$ cat src/rtl/reg_file_pkg.sv
// Shared constants and FSM encoding for the 32 x 32-bit register file
// (write bank, read multiplexer and their benches).
package reg_file_pkg;

  localparam int DATA_W   = 32;
  localparam int ADDR_W   = 5;
  localparam int NUM_REGS = 32;
  localparam int CNT_W    = 16;

  typedef enum logic {
    ST_IDLE  = 1'b0,
    ST_CLEAR = 1'b1
  } clr_state_e;

endpackage

$ cat src/rtl/reg_clear_seq.sv
// IDLE/CLEAR sequencer: walks a clear index over every register, one per cycle,
// then pulses clear_done on the return to IDLE.
module reg_clear_seq
  import reg_file_pkg::*;
#(
  parameter int ADDR_W_P   = ADDR_W,
  parameter int NUM_REGS_P = NUM_REGS
) (
  input  logic                clk,
  input  logic                rst,
  input  logic                clear_req,
  output logic                clear_en,
  output logic [ADDR_W_P-1:0] clear_idx,
  output logic                clear_busy,
  output logic                clear_done,
  output clr_state_e          state_o
);

  clr_state_e          state_d, state_q;
  logic [ADDR_W_P-1:0] idx_d, idx_q;
  logic                done_d, done_q;

  always_comb begin
    state_d = state_q;
    idx_d   = idx_q;
    done_d  = 1'b0;
    case (state_q)
      ST_IDLE: begin
        if (clear_req) begin
          state_d = ST_CLEAR;
          idx_d   = '0;
        end
      end
      ST_CLEAR: begin
        idx_d = idx_q + ADDR_W_P'(1);
        // The edge that zeroes the last register also ends the sequence.
        if (idx_q == ADDR_W_P'(NUM_REGS_P - 1)) begin
          state_d = ST_IDLE;
          done_d  = 1'b1;
          idx_d   = '0;
        end
      end
      default: begin
        state_d = ST_IDLE;
        idx_d   = '0;
      end
    endcase
  end

  always_ff @(posedge clk or posedge rst) begin
    if (rst) begin
      state_q <= ST_IDLE;
      idx_q   <= '0;
      done_q  <= 1'b0;
    end else begin
      state_q <= state_d;
      idx_q   <= idx_d;
      done_q  <= done_d;
    end
  end

  assign clear_en   = (state_q == ST_CLEAR);
  assign clear_idx  = idx_q;
  assign clear_busy = (state_q == ST_CLEAR);
  assign clear_done = done_q;
  assign state_o    = state_q;

endmodule

$ cat src/rtl/reg_file_write_bank.sv
// Storage and write side of the register file: valid/ready write port, sequenced
// clear, saturating write counter. Optional macro: R0_HARDWIRED_ZERO_EN.
module reg_file_write_bank
  import reg_file_pkg::*;
#(
  parameter int DATA_W_P   = DATA_W,
  parameter int ADDR_W_P   = ADDR_W,
  parameter int NUM_REGS_P = NUM_REGS,
  parameter int CNT_W_P    = CNT_W
) (
  input  logic                           Clk,
  input  logic                           Rst,
  input  logic                           WrValid,
  output logic                           WrReady,
  input  logic [ADDR_W_P-1:0]            WrAdd,
  input  logic [DATA_W_P-1:0]            WrData,
  input  logic                           ClearReq,
  output logic                           ClearBusy,
  output logic                           ClearDone,
  output logic [NUM_REGS_P*DATA_W_P-1:0] RegsFlat,
  output logic [CNT_W_P-1:0]             WrCount
);

`ifdef R0_HARDWIRED_ZERO_EN
  localparam bit R0_ZERO = 1'b1;
`else
  localparam bit R0_ZERO = 1'b0;
`endif

  // Handshake: a write transfers on a rising edge where WrValid and WrReady are
  // both high; the producer holds WrAdd/WrData/WrValid stable until that edge.
  logic                clear_en;
  logic [ADDR_W_P-1:0] clear_idx;
  clr_state_e          seq_state;
  logic                xfer;

  reg_clear_seq #(
    .ADDR_W_P   (ADDR_W_P),
    .NUM_REGS_P (NUM_REGS_P)
  ) u_clear_seq (
    .clk        (Clk),
    .rst        (Rst),
    .clear_req  (ClearReq),
    .clear_en   (clear_en),
    .clear_idx  (clear_idx),
    .clear_busy (ClearBusy),
    .clear_done (ClearDone),
    .state_o    (seq_state)
  );

  // A clear request in IDLE wins over a simultaneous write.
  assign WrReady = !Rst && (seq_state == ST_IDLE) && !ClearReq;
  assign xfer    = WrValid && WrReady;

  for (genvar i = 0; i < NUM_REGS_P; i++) begin : g_reg
    if (R0_ZERO && (i == 0)) begin : g_zero
      assign RegsFlat[i*DATA_W_P +: DATA_W_P] = '0;
    end else begin : g_flop
      logic [DATA_W_P-1:0] reg_d, reg_q;

      always_comb begin
        reg_d = reg_q;
        if (clear_en && (clear_idx == ADDR_W_P'(i))) begin
          reg_d = '0;
        end else if (xfer && (WrAdd == ADDR_W_P'(i))) begin
          reg_d = WrData;
        end
      end

      always_ff @(posedge Clk or posedge Rst) begin
        if (Rst) begin
          reg_q <= '0;
        end else begin
          reg_q <= reg_d;
        end
      end

      assign RegsFlat[i*DATA_W_P +: DATA_W_P] = reg_q;
    end
  end

  logic [CNT_W_P-1:0] wr_count_d, wr_count_q;

  always_comb begin
    wr_count_d = wr_count_q;
    if (xfer && (wr_count_q != '1)) begin
      wr_count_d = wr_count_q + CNT_W_P'(1);
    end
  end

  always_ff @(posedge Clk or posedge Rst) begin
    if (Rst) begin
      wr_count_q <= '0;
    end else begin
      wr_count_q <= wr_count_d;
    end
  end

  assign WrCount = wr_count_q;

endmodule

$ cat config.mk
export PLATFORM = sky130hd
export DESIGN_NAME = reg_file_write_bank
export DESIGN_NICKNAME = d
export VERILOG_FILES = /design/src/rtl/reg_file_pkg.sv /design/src/rtl/reg_clear_seq.sv /design/src/rtl/reg_file_write_bank.sv
export SDC_FILE = /design/constraint.sdc
export NUM_CORES = 2
export LEC_CHECK = 0
export ABC_AREA = 0
export BUFFER_PORTS_ARGS = -buffer_cell sky130_fd_sc_hd__buf_2
export CELL_PAD_IN_SITES_DETAIL_PLACEMENT = 1
export CELL_PAD_IN_SITES_GLOBAL_PLACEMENT = 1
export CORE_AREA = 3 3 417 419
export DETAILED_ROUTE_END_ITERATION = 7
export DIE_AREA = 0 0 420 422
export PLACE_DENSITY_LB_ADDON = 0.25
export SLEW_MARGIN = 20
export SYNTH_ARGS = -nofsm -noshare
export SYNTH_HDL_FRONTEND = slang
export SYNTH_SLANG_ARGS = --single-unit
$ cat constraint.sdc
create_clock -name Clk -period 48 [get_ports Clk]
set_clock_uncertainty 0.2 [all_clocks]
set_input_delay 9.6 -clock Clk [delete_from_list [all_inputs] [get_ports Clk]]
set_output_delay 9.6 -clock Clk [all_outputs]
set_load 0.005 [all_outputs]
==> flow_summary_export.csv <==
group,metric,value,unit
grt,grt_max_degree,156,
finish,seq_area,26200,um2
finish,multi_input_area,14700,um2
logic_synthesis,synthTopCellsByArea,"dfrtp_1 (62%), nand2_1 (18%), o21ai_0 (8.1%)",
sta,worstMarginPinSlew,1.14,ns
logic_synthesis,synth_mux_area_share,0.0766,%
finish,fin_util,31.5,%
floorplanning,rows,152,
detailed_routing,vias,37800,
detailed_routing,vias_per_cell,4.75,
sta,finalSetupTns,0,ns
setup_path,start_kind,"input port",
finish,drive_above_1_share,25.7,%
grt,grt_pass1_wl,302000,um
logic_synthesis,avgSynthCellArea,9.00,um2
logic_synthesis,yosys.area.top_type,"dfrtp_1",
sta,fmax,0.0503,GHz
finish,syn_to_final_growth,26.9,%
floorplanning,die_w,420,um
power_and_ir_drop,p_leak,27.9,nW
status,status,"completed",
logic_synthesis,ys_seq_elements,1047,
detailed_routing,drt-total-wl,215000,um
sta,slew_headroom,23.9,%
cts,cts_tree,"yes",
place,gp_congestion,0.798,
floorplanning,die_h,422,um
power_and_ir_drop,vdd_ir_drop_max,0.0309,mV
cts,clkLatencyLatePin,0.76,ns
grt,track_usage,23.7,%
finish,final_net_count,5675,
detailed_routing,drt_iter0_markers,2677,
floorplanning,ioPinCount,1084,
place,port_buffers,1083,
detailed_routing,ant_nets,0,
logic_synthesis,synth-simple-area-share,25.2,%
logic_synthesis,synth_edf_count,0,
cts,cts_setup_buffers,0,
cts,cts_hold_buffers,0,
sta,timing.final.crit_share,41.4,%
setup_path,critPathCaptureType,"output pin",
detailed_routing,drc,0,
cts,ctsLongestPathBuffers,3,
detailed_routing,drtPass1Iterations,5,
setup_path,crit_fanout,9,
flow_run,max_cap_viol_count,0,
cts,htree_levels,3,
logic_synthesis,synth_xor_area_share,0.309,%
logic_synthesis,syn_nets,4767,
setup_path,timing.rr.start,"u_clear_seq.clear_busy",
floorplanning,die_area,177000,um2
floorplanning,core_area,171000,um2
logic_synthesis,synth_ff_type,"dfrtp_1",
cts,cts_sinks,1047,
sta,hold_viol,0,
floorplanning,start_util,24.8,%
finish,num-fill-cells,20100,
logic_synthesis,synthDominantCellAreaShare,61.7,%
power_and_ir_drop,power,3.05,mW
sta,layout_min_cycle_time,19.87,ns
grt,globalRouteOverflowTotal,0,
power_and_ir_drop,p_per_area,56.6,nW/um2
logic_synthesis,ys_warn_count,0,
grt,antenna_found_initial,8,
logic_synthesis,ys_seq_area_share,61.7,%
cts,clkTransAtPathRegs,0.06,ns
logic_synthesis,yosysUniqueCellTypes,39,
cts,ctsResizeCount,0,
grt,grt_pass1_vias,38300,
sta,slew_violations,0,
logic_synthesis,synthCells,4718,
logic_synthesis,synth_top_family_by_area,"simple AND/OR/NAND/NOR gates",
setup_path,cp-startpoint,"ClearReq",
logic_synthesis,synth_area,42500,um2
detailed_routing,wl_per_cell,27.0,um
setup_path,crit_type,"input port to output pin",
hold_path,hp-class,"register to register",
logic_synthesis,synth_compound_area_share,8.42,%
setup_path,cp.arrival,10.07,ns
cts,cts_buffers,120,
place,hpwlAfterDp,139000,um
logic_synthesis,synthArstFlopShare,100,%
hold_path,min_from,"g_reg[27].g_flop.reg_q[31]",
logic_synthesis,yosysMostFrequentCell,"nand2_1",
sta,grt_setup_unrepaired,"false",
logic_synthesis,synth.top_cells.by_count,"nand2_1 (2068), dfrtp_1 (1047), o21ai_0 (683)",
logic_synthesis,yosys.area_share.adder,0.236,%
sta,finalSetupViolCount,0,
setup_path,cp.required,38.20,ns
cts,cts_root_buf,"clkbuf_16",
layer usage:
layer,GRT usage [%],wire [um]
met1,28.4,85900
met2,40.7,106000
met3,5.02,12700
met4,10.6,10400
met5,0,27
where the power goes:
| group | total, mW | internal (mW) | switching (mW) |
|---|---|---|---|
| registers | 1.31 | 1.15 | 0.151 |
| logic | 0.831 | 0.291 | 0.540 |
| clock network | 0.915 | 0.519 | 0.395 |
| total | 3.05 | 1.96 | 1.09 |
logic make-up after synthesis:
logic type,Yosys count
buffers and inverters,422
AO/OA/AOI/OAI,711
XOR/XNOR,15
flip-flops,1047
AND/OR/NAND/NOR,2512
multiplexers,3
adder cells (fa/ha/maj),8
path summary, 6_finish.rpt:
check / endpoint / slack (ns) / cells past startpoint
worst max-delay path: WrReady / 28.13 / 3
worst min-delay path: g_reg[27].g_flop.reg_q[31] / 0.28 / 2
worst max register to register: g_reg[21].g_flop.reg_q[16] / 44.48 / 7
worst min register to register: g_reg[27].g_flop.reg_q[31] / 0.28 / 2
max in group asynchronous: g_reg[17].g_flop.reg_q[11] / 34.98 / 6
min in group asynchronous: g_reg[6].g_flop.reg_q[5] / 8.83 / 2
worst max-delay path, cell delays in order:
cell and delay, ns:
buf_2 0.19, nor3_1 0.15, buf_2 0.14
flip-flops by register name (all words and copies together), names as in the netlist:
register                count
u_clear_seq.clear_done      1
u_clear_seq.clear_busy      1
WrCount                    16
u_clear_seq.clear_idx       5
g.g_flop.reg_q           1024
cell usage in the layout, fill, tap and decap left out, types with 4 or more instances in the layout:
master and n:
and3_1 5, buf_2 1083, buf_4 110, clkbuf_1 37
clkbuf_16 120, clkbuf_8 29, clkinv_2 16, clkinv_8 4
dfrtp_1 1047, diode_2 5, ha_1 8, inv_1 9
nand2_1 2060, nand2_2 8, nand2b_1 6, nand3_1 306
nand3_2 41, nand4_1 17, nor2_1 8, nor2b_1 8
nor3_1 6, nor4_4 32, o21ai_0 683, o21ai_1 21
xnor2_1 8, xor2_1 7
stage by stage:
stage / hold slack, ns / setup WS (ns) / std cells / cell area [um2]
floorplan: 0.283 / 8.73 / 4718 / 42500
global placement: 0.267 / 28.13 / 7735 / 50000
detailed placement: 0.273 / 28.12 / 7735 / 50000
CTS: 0.286 / 28.12 / 7949 / 53800
global route: 0.310 / 28.07 / 7951 / 53800
finish: 0.281 / 28.13 / 7956 / 53900
layout make-up:
type / instances / share of cell area [%]
well taps: 2233 / 5.19
inverters: 11 / 0.0999
flip-flops and latches: 1047 / 48.6
diodes: 5 / 0.0232
repair buffers: 1197 / 11.7
clock buffers: 186 / 6.57
clock inverters: 28 / 0.523
multi-input cells: 3249 / 27.2
(Power assumes the default switching activity.)
